### config.mk
export PLATFORM = sky130hd
export DESIGN_NAME = kovacs_protocol_seq
export DESIGN_NICKNAME = d
export VERILOG_FILES = /design/src/rtl/kovacs_protocol_seq.sv
export SDC_FILE = /design/constraint.sdc
export NUM_CORES = 1
export LEC_CHECK = 0
export CAP_MARGIN = 5
export CORE_MARGIN = 4
export CORE_UTILIZATION = 45
export CTS_CLUSTER_DIAMETER = 30
export DETAILED_ROUTE_END_ITERATION = 7
export PLACE_DENSITY = 0.74
export SLEW_MARGIN = 20
export SYNTH_ARGS = -nofsm -noshare
export SYNTH_HDL_FRONTEND = slang
export SYNTH_SLANG_ARGS = --single-unit
export TNS_END_PERCENT = 10
### constraint.sdc
create_clock -name clk_i -period 3.1 [get_ports clk_i]
set_input_delay 0.775 -clock clk_i [delete_from_list [all_inputs] [get_ports clk_i]]
set_output_delay 0.775 -clock clk_i [all_outputs]
set_load 0.05 [all_outputs]
### src/rtl/kovacs_protocol_seq.sv
// Programmable multi-phase DAC source sequencer: routes one of N_SRC streams per step, repeats or runs forever.
// Outputs data_o/indicator_o are registered and trail step_o by one cycle.
module kovacs_protocol_seq #(
  parameter int IN_W    = 16,
  parameter int OUT_W   = 14,
  parameter int N_SRC   = 4,
  parameter int N_STEPS = 4,
  parameter int CNT_W   = 32,
  parameter int REP_W   = 16,
  localparam int SEL_W  = (N_SRC > 1) ? $clog2(N_SRC) : 1,
  localparam int STEP_W = (N_STEPS > 1) ? $clog2(N_STEPS) : 1
) (
  input  logic                       clk_i,
  input  logic                       rst_ni,
  input  logic [N_SRC*IN_W-1:0]      src_i,
  input  logic [N_STEPS*SEL_W-1:0]   sel_i,
  input  logic [N_STEPS*CNT_W-1:0]   dur_i,
  input  logic [STEP_W:0]            n_steps_i,
  input  logic [REP_W-1:0]           n_reps_i,
  input  logic                       start_i,
  input  logic                       stop_i,
  output logic [OUT_W-1:0]           data_o,
  output logic [OUT_W-1:0]           indicator_o,
  output logic [STEP_W-1:0]          step_o,
  output logic                       busy_o,
  output logic                       done_o
);

  typedef enum logic {
    S_IDLE = 1'b0,
    S_RUN  = 1'b1
  } state_t;

  localparam logic [OUT_W-1:0] IND_HOT = {1'b0, {(OUT_W-1){1'b1}}};

  state_t                     r_state, w_state_nx;
  logic [STEP_W-1:0]          r_step, w_step_nx;
  logic [CNT_W-1:0]           r_cnt, w_cnt_nx;
  logic [REP_W-1:0]           r_rep, w_rep_nx;
  logic                       r_done, w_done_nx;
  logic [N_STEPS*SEL_W-1:0]   r_sel, w_sel_nx;
  logic [N_STEPS*CNT_W-1:0]   r_dur, w_dur_nx;
  logic [STEP_W-1:0]          r_last, w_last_nx;
  logic [REP_W-1:0]           r_nreps, w_nreps_nx;
  logic [OUT_W-1:0]           r_data, w_data_nx;
  logic [OUT_W-1:0]           r_ind, w_ind_nx;

  logic [CNT_W-1:0]           w_dur_cur;
  logic [REP_W-1:0]           w_rep_inc;
  logic [STEP_W:0]            w_nsteps_m1;
  logic [STEP_W-1:0]          w_last_in;
  logic [SEL_W-1:0]           w_sel_cur;
  logic [31:0]                w_sel_ext;
  logic [SEL_W-1:0]           w_src_idx;

  // n_steps of 0 runs one step; anything above N_STEPS runs all of them
  always_comb begin
    w_nsteps_m1 = n_steps_i - (STEP_W+1)'(1);
    w_last_in   = w_nsteps_m1[STEP_W-1:0];
    if (n_steps_i == '0) begin
      w_last_in = '0;
    end else if (n_steps_i > (STEP_W+1)'(N_STEPS)) begin
      w_last_in = STEP_W'(N_STEPS - 1);
    end
  end

  assign w_dur_cur = r_dur[r_step*CNT_W +: CNT_W];
  assign w_rep_inc = r_rep + REP_W'(1);

  always_comb begin
    w_state_nx = r_state;
    w_step_nx  = r_step;
    w_cnt_nx   = r_cnt;
    w_rep_nx   = r_rep;
    w_done_nx  = 1'b0;
    w_sel_nx   = r_sel;
    w_dur_nx   = r_dur;
    w_last_nx  = r_last;
    w_nreps_nx = r_nreps;
    case (r_state)
      S_IDLE: begin
        w_step_nx = '0;
        w_cnt_nx  = '0;
        if (start_i && !stop_i) begin
          w_state_nx = S_RUN;
          w_rep_nx   = '0;
          w_sel_nx   = sel_i;
          w_dur_nx   = dur_i;
          w_last_nx  = w_last_in;
          w_nreps_nx = n_reps_i;
        end
      end
      S_RUN: begin
        if (stop_i) begin
          w_state_nx = S_IDLE;
          w_step_nx  = '0;
          w_cnt_nx   = '0;
          w_rep_nx   = '0;
        end else if (r_cnt == w_dur_cur) begin
          w_cnt_nx = '0;
          if (r_step == r_last) begin
            w_step_nx = '0;
            w_rep_nx  = w_rep_inc;
            // n_reps of 0 never matches here, so rep_q simply wraps
            if (r_nreps != '0 && w_rep_inc == r_nreps) begin
              w_state_nx = S_IDLE;
              w_done_nx  = 1'b1;
            end
          end else begin
            w_step_nx = r_step + STEP_W'(1);
          end
        end else begin
          w_cnt_nx = r_cnt + CNT_W'(1);
        end
      end
      default: begin
        w_state_nx = S_IDLE;
      end
    endcase
  end

  // Idle always plays source 0; out-of-range selects also fall back to source 0
  always_comb begin
    w_sel_cur = '0;
    if (r_state == S_RUN) begin
      w_sel_cur = r_sel[r_step*SEL_W +: SEL_W];
    end
    w_sel_ext = 32'(w_sel_cur);
    w_src_idx = (w_sel_ext >= 32'(N_SRC)) ? '0 : w_sel_cur;
    w_data_nx = src_i[w_src_idx*IN_W + (IN_W-OUT_W) +: OUT_W];
    w_ind_nx  = (r_state == S_RUN && r_step == '0) ? IND_HOT : '0;
  end

  always_ff @(posedge clk_i) begin
    if (!rst_ni) begin
      r_state <= S_IDLE;
      r_step  <= '0;
      r_cnt   <= '0;
      r_rep   <= '0;
      r_done  <= 1'b0;
      r_sel   <= '0;
      r_dur   <= '0;
      r_last  <= '0;
      r_nreps <= '0;
      r_data  <= '0;
      r_ind   <= '0;
    end else begin
      r_state <= w_state_nx;
      r_step  <= w_step_nx;
      r_cnt   <= w_cnt_nx;
      r_rep   <= w_rep_nx;
      r_done  <= w_done_nx;
      r_sel   <= w_sel_nx;
      r_dur   <= w_dur_nx;
      r_last  <= w_last_nx;
      r_nreps <= w_nreps_nx;
      r_data  <= w_data_nx;
      r_ind   <= w_ind_nx;
    end
  end

  assign data_o      = r_data;
  assign indicator_o = r_ind;
  assign step_o      = r_step;
  assign busy_o      = (r_state == S_RUN);
  assign done_o      = r_done;

endmodule

==> out/qor.txt, run 1 <==
status = finished clean
CTS tree = yes
min cycle time layout = 2962 ps
Setup TNS = 0 ps
Internal = 7.383 mW
mux contribution to synthesized area = 9.125%
initial antenna violation count = 0
syn_nets = 1455
Hold Crit Class = register to register
WHS Endpoint = r_dur[74]
Post-Synth Adder-Cell Area = 0.5666%
# nets final = 1674
syn_area_per_cell = 8.631 um2
Global Route Usage Sum = 21.79%
r2r startpoint = step_o[0]
IO Count = 255
reg-to-reg endpoint = r_rep[3]
Top FF cell, synth = dfxtp_1
clock buffer depth = 3
CTS Buf Count = 50
synthesized instance count = 1228
ant diodes = 0
worst r2r path cells = 9
CP Launch Type = register
Die H = 161.5 um
largest net degree at the start of global routing = 166
top cell type's share of synthesized area = 41.74%
NetSw = 2.063 mW
Clock Latency Late Sink = 540 ps
drt wl/cell = 16.24 um
fraction of layout cells with a size suffix above 1 = 10.95%
Max IR drop VDD = 0.0004082 V
combinational share of power = 8.9%
unrepaired setup endpoints after global routing = true
xor/xnor cell area share of the yosys netlist = 6.918%
Seq cells post-synth = 221
final setup vio count = 0
Initial Util = 46.25%
multi-input logic area = 0.005708 mm2
DRT iter0 DRCs = 503
Detailed Place HPWL = 19840 um
Flop pwr share = 31.9%
final period utilization = 95.55%
largest family of logic cells by synthesized area = simple AND/OR/NAND/NOR gates
port buffer count = 245
Post-Route WL = 29240 um
Post-synth EDFFs = 0
Min Hold Slack = 456.5 ps
first-pass GRT wire length = 46800 um
dominant cell type by area after synthesis = dfxtp_1
CP Max Fanout = 24
Post-Synthesis Cell Area = 0.01060 mm2
H-tree lvl count = 2
CTS root buf = clkbuf_16
synth unique cells = 53
Die Width = 161.5 um
Cell Rows = 55
Leak Pwr = 5.485 nW
Worst EP required = 3570 ps
DR vias/cell = 5.136
hold depth = 2
router iterations before antenna repair = 4
synth cell count leaders = nand2_1 (363), dfxtp_1 (221), a21boi_0 (152), clkbuf_1 (65), xnor2_1 (60)
Ys Warns = 0
Vias = 9250
Cells after DPL = 1708
Core ar. = 0.02292 mm2
Layout Skew = 26.08 ps
die footprint = 0.02607 mm2
synth top area cells = dfxtp_1 (42%), nand2_1 (13%), a21boi_0 (11%), mux4_2 (7.0%), xnor2_1 (5.0%)
CTS sink cnt = 221
HP Start = r_dur[74]
WS Path Type = register to register
Final Hold Viols = 0
Max Fclk = 0.3376 GHz
r2r setup slk = 140 ps
register area = 0.004427 mm2
Sw Ratio = 21.84%
Layout area overhead = 42.26%
Filler Cell Count = 1841
Seq/Total Area, Yosys = 41.74%
total grt overflow = 0
Post-synth ARST share = 0%
DRC Markers = 0
Post-Synth Simple-Gate Area = 22.80%
GP Congestion = 0.8547
Final Non-Filler Cells = 1801
setup bufs post-CTS = 0
normalized max-slew margin = 47.23%
Clk network pwr share = 59.1%
Final ANT Viol Nets = 0
Synth Area in Compound Gates = 14.11%
vias in the first global route = 9243
Clock transition at path regs = 40 ps
Final Max Slew Viols = 0
crit end category = register
max_cap viols = 0
CP arrival = 3430 ps
PD cells = 626.5 mW/mm2
count leader, synth = nand2_1
worst slew pin tran = 791.6 ps
sequential cells by signal (all words and copies together) (netlist names):
register and cells:
r_sel 8, busy_o 1, r_dur 128, step_o 2, r_nreps 16, indicator_o 1, r_rep 16, r_last 2
r_cnt 32, done_o 1, data_o 14
how the worst max path moves through the flow:
stage               from   endpoint
3_3_place_gp   step_o[0]   r_rep[3]
6_report       step_o[0]   r_rep[3]
2_1_floorplan  step_o[1]  r_rep[10]
3_5_place_dp   step_o[0]   r_rep[3]
4_1_cts        step_o[0]   r_rep[3]
5_1_grt        step_o[0]   r_rep[3]
timing repair:
action / in CTS / in global routing
endpoints found under the setup margin: 0 / 5
resized for setup: 0 / 5
hold buffers: 0 / 0
layout make-up:
class	count	share of cell area [%]
clock buffers	74	10.17
well taps	313	2.597
flip-flops and latches	221	29.36
inverters	12	0.2987
clock inverters	19	2.008
multi-input cells	898	37.86
repair buffers	264	17.72
worst max-delay path, stage by stage, from the launching register on:
cell	delay, ps
dfxtp_2	350
buf_12	220
mux4_2	570
xnor2_1	230
nand4_1	210
nor4_4	430
buf_4	200
nand4_4	240
o31ai_2	300
a21o_1	120
power by group through the flow:
stage          Combinational (mW)  Clock (mW)  Sequential [mW]
2_1_floorplan               0.389           0             3.09
3_3_place_gp                0.831           0             3.06
3_5_place_dp                0.841           0             3.07
4_1_cts                     0.849        5.65             3.02
5_1_grt                     0.915        5.81             3.03
6_report                    0.843        5.59             3.02
cells in the final DEF (no fill, tap or decap), types with 21 or more instances in the layout:
cell type | Yosys | routed
a21boi_0 | 152 | 152
and3_1 | 21 | 21
clkbuf_16 | 0 | 51
clkdlybuf4s50_1 | 0 | 244
dfxtp_1 | 221 | 219
mux4_2 | 33 | 33
nand2_1 | 363 | 362
nand3_1 | 45 | 45
nand4_1 | 23 | 23
nor2_1 | 53 | 53
xnor2_1 | 60 | 59
xor2_1 | 21 | 21
logic make-up (layout without fill, tap and decap cells):
family                   after synthesis  after routing
AND/OR/NAND/NOR                      552            552
AO/OA/AOI/OAI                        203            203
XOR/XNOR                              82             82
other                                  1              1
adder cells (fa/ha/maj)                5              5
multiplexers                          55             55
flip-flops                           221            221
buffers and inverters                109            369
stage by stage:
stage	setup slack, ps	utilization [%]	instance area [um2]	power [mW]
2_1_floorplan	76.49	-	10600	3.484
3_3_place_gp	204.3	57.67	13220	3.894
3_5_place_dp	148.3	57.67	13220	3.908
4_1_cts	97.59	65.68	15050	9.516
5_1_grt	-32.93	65.80	15080	9.755
6_report	137.9	65.80	15080	9.446
metal layers:
layer	up-vias	GRT usage (%)	part of all wire, %
li1	4600	-	-
met1	4331	26.99	43
met2	247	36.91	48
met3	72	4.491	5.4
met4	0	9.345	3.6
met5	-	0	0
No activity file was read; power rests on OpenSTA's default activity.
==> run 2, diff against run 1 <==
- CORE_MARGIN: 4 -> default
==> run 2 against run 1 <==
Compared with the run above:
- cell count is essentially flat
- largest power group unchanged
- clock skew shrank 8.6 ps
- utilization down 0.35 points
- largest cell class unchanged
- worst hold slack gained 3.2 ps
- highest routed layer unchanged
==> out/qor.txt, run 2 (synthesized netlist as in run 1, its figures left out) <==
Sw Ratio = 23.39% (+1.5 points)
r2r setup slk = 240 ps (+100 ps)
reg-to-reg endpoint = r_rep[8]
die footprint = 0.02417 mm2 (-7.3%)
ant diodes = 0 (unchanged)
total grt overflow = 0 (unchanged)
Final Non-Filler Cells = 1800 (-0.056%)
final core utilization = 65.45% (-0.35 points)
Internal = 6.944 mW (-5.9%)
most common cell after layout, fill and taps aside = nand2_1
Layout area overhead = 41.08%
Final Hold Viols = 0 (unchanged)
NetSw = 2.120 mW (+2.8%)
max reg flops = 128 (unchanged)
Post-Route WL = 28230 um (-3.5%)
H-tree lvl count = 2 (unchanged)
Slowest-stage cell, CP = mux4_2
CTS Buf Count = 49 (-2.0%)
Global Route Usage Sum = 23.52% (+1.7 points)
CP arrival = 3330 ps (-100 ps)
DR vias/cell = 5.151 (+0.28%)
Hold Crit Class = register to register
Clock Latency Late Sink = 540 ps (about the same)
CP Max Fanout = 20 (-17%)
CTS root buf = clkbuf_16
post-CTS sizing = 0 (unchanged)
crit path cell chain = buf_12, buf_4, mux4_2, xnor2_1, nand4_1, nor4_4, buf_4, nand4_4, o31ai_2, a21o_1
DRC Markers = 0 (unchanged)
GP Congestion = 0.8288 (-3.0%)
Largest delay share family, worst path = simple AND/OR/NAND/NOR gates
final setup vio count = 0 (unchanged)
router iterations before antenna repair = 5 (+1)
crit end category = register
Vias = 9271 (+0.23%)
CP max stage delay = 500 ps (-70 ps)
Final ANT Viol Nets = 0 (unchanged)
Filler Cell Count = 1947 (+5.8%)
combinational share of power = 9.3% (+0.4 points)
final period utilization = 92.40% (-3.1 points)
Clock transition at path regs = 50 ps (about the same)
Cell Rows = 55 (unchanged)
Flop pwr share = 33.3% (+1.4 points)
initial antenna violation count = 0 (unchanged)
WS Path Type = register to register
worst slew pin tran = 808.9 ps (+17.35 ps)
setup bufs post-CTS = 0 (unchanged)
IO Count = 255 (unchanged)
Leak Pwr = 5.396 nW (-1.6%)
CP Launch Type = register
CTS tree = yes
WP buf/inv = 3 (+1)
# nets final = 1673 (-0.060%)
Core ar. = 0.02285 mm2 (-0.30%)
first-pass GRT wire length = 45470 um (-2.8%)
hold_buf cts = 0 (unchanged)
PD cells = 606.2 mW/mm2 (-3.2%)
max_cap viols = 0 (unchanged)
Max IR drop VDD = 0.0003752 V (-8.1%)
Stages on worst setup path = 10 (+1)
DRT iter0 DRCs = 443 (-12%)
clock buffer depth = 3 (unchanged)
Detailed Place HPWL = 19040 um (-4.1%)
Final Max Slew Viols = 0 (unchanged)
largest net degree at the start of global routing = 137 (-17%)
commonest non-fill, non-tap cells in the layout = nand2_1 (362), clkdlybuf4s50_1 (244), dfxtp_1 (219)
most numerous cell on the critical path = buf_4
largest registers = r_dur x128, r_cnt x32
fraction of layout cells with a size suffix above 1 = 10.76% (-0.19 points)
normalized max-slew margin = 46.07% (-1.2 points)
Max Fclk = 0.3491 GHz (+3.4%)
vias in the first global route = 9220 (-0.25%)
worst r2r path cells = 10 (+1)
unrepaired setup endpoints after global routing = false
r2r startpoint = step_o[0]
Die H = 155.5 um (-3.7%)
CP startpoint = step_o[0]
port buffer count = 245 (unchanged)
Setup TNS = 0 ps (unchanged)
Clk network pwr share = 57.4% (-1.7 points)
Cells after DPL = 1708 (unchanged)
crit path capture = r_rep[8]
Worst EP required = 3570 ps (about the same)
Reg with most FFs = r_dur
drt wl/cell = 15.68 um (-3.4%)
status = finished clean
min cycle time layout = 2864 ps (-97.57 ps)
Layout Skew = 17.45 ps (-8.630 ps)
CTS sink cnt = 221 (unchanged)
Die Width = 155.5 um (-3.7%)
Initial Util = 46.39% (+0.14 points)
==> run 2: cell types whose count changed in the layout (fill, tap and decap cells not counted), moves of 3 or more <==
| cell | previous run | this run |
|---|---|---|
| clkinv_4 | 0 | 3 |
| inv_6 | 0 | 5 |
| clkinvlp_4 | 4 | 11 |
| clkbuf_8 | 17 | 8 |
| bufinv_16 | 7 | 4 |
==> run 2: worst min-delay path by stage <==
stage,start,endpoint,slack [ps],depth (start not counted)
5_1_grt,r_dur[78],r_dur[78],480,2
3_3_place_gp,r_dur[21],r_dur[21],450,2
3_5_place_dp,r_dur[66],r_dur[66],460,2
2_1_floorplan,r_cnt[0],r_cnt[0],440,1
6_report,r_dur[40],r_dur[40],460,2
4_1_cts,r_dur[66],r_dur[66],460,2
==> run 2: layout make-up <==
cell class / count / area (um2) / area share, %
clock inverter: 28 / 297.8 / 1.991
timing repair buffer: 264 / 2696 / 18.03
tap: 313 / 391.6 / 2.619
multi-input combinational: 898 / 5690 / 38.06
inverter: 12 / 45.04 / 0.3012
sequential: 221 / 4427 / 29.60
clock buffer: 64 / 1405 / 9.397
==> run 2: stage by stage <==
step / hold WS [ps] / instance area (um2) / setup slack [ps] / total power [mW]
final: 459.7 / 14950 / 235.5 / 9.064
after floorplan: 436.6 / 10600 / 76.49 / 3.484
after detailed placement: 456.1 / 13240 / 143.3 / 3.910
after global routing: 482.3 / 14950 / 10.22 / 9.359
after global placement: 448.8 / 13240 / 207.4 / 3.897
after CTS: 462.7 / 14940 / 117.7 / 9.136
==> run 2: power groups by stage <==
stage / clock network [mW] / registers (mW) / logic (mW)
2_1_floorplan: 0 / 3.09 / 0.389
5_1_grt: 5.42 / 3.03 / 0.914
4_1_cts: 5.27 / 3.01 / 0.849
3_5_place_dp: 0 / 3.07 / 0.842
3_3_place_gp: 0 / 3.06 / 0.834
6_report: 5.21 / 3.02 / 0.843
==> run 2: worst reg2reg max path, cell delays in order (launching register included) <==
cell     delay [ps]
dfxtp_2         350
buf_12          210
buf_4           160
mux4_2          500
xnor2_1         140
nand4_1         200
nor4_4          370
buf_4           200
nand4_4         230
o31ai_2         320
a21o_1          110
==> run 2: per-layer routing <==
layer | wire length [um] | part of all wire [%] | global-route usage (%)
met1 | 12300 | 44 | 29.80
met2 | 13800 | 49 | 40.15
met3 | 1431 | 5.1 | 3.983
met4 | 698 | 2.5 | 8.590
met5 | 0 | 0 | 0
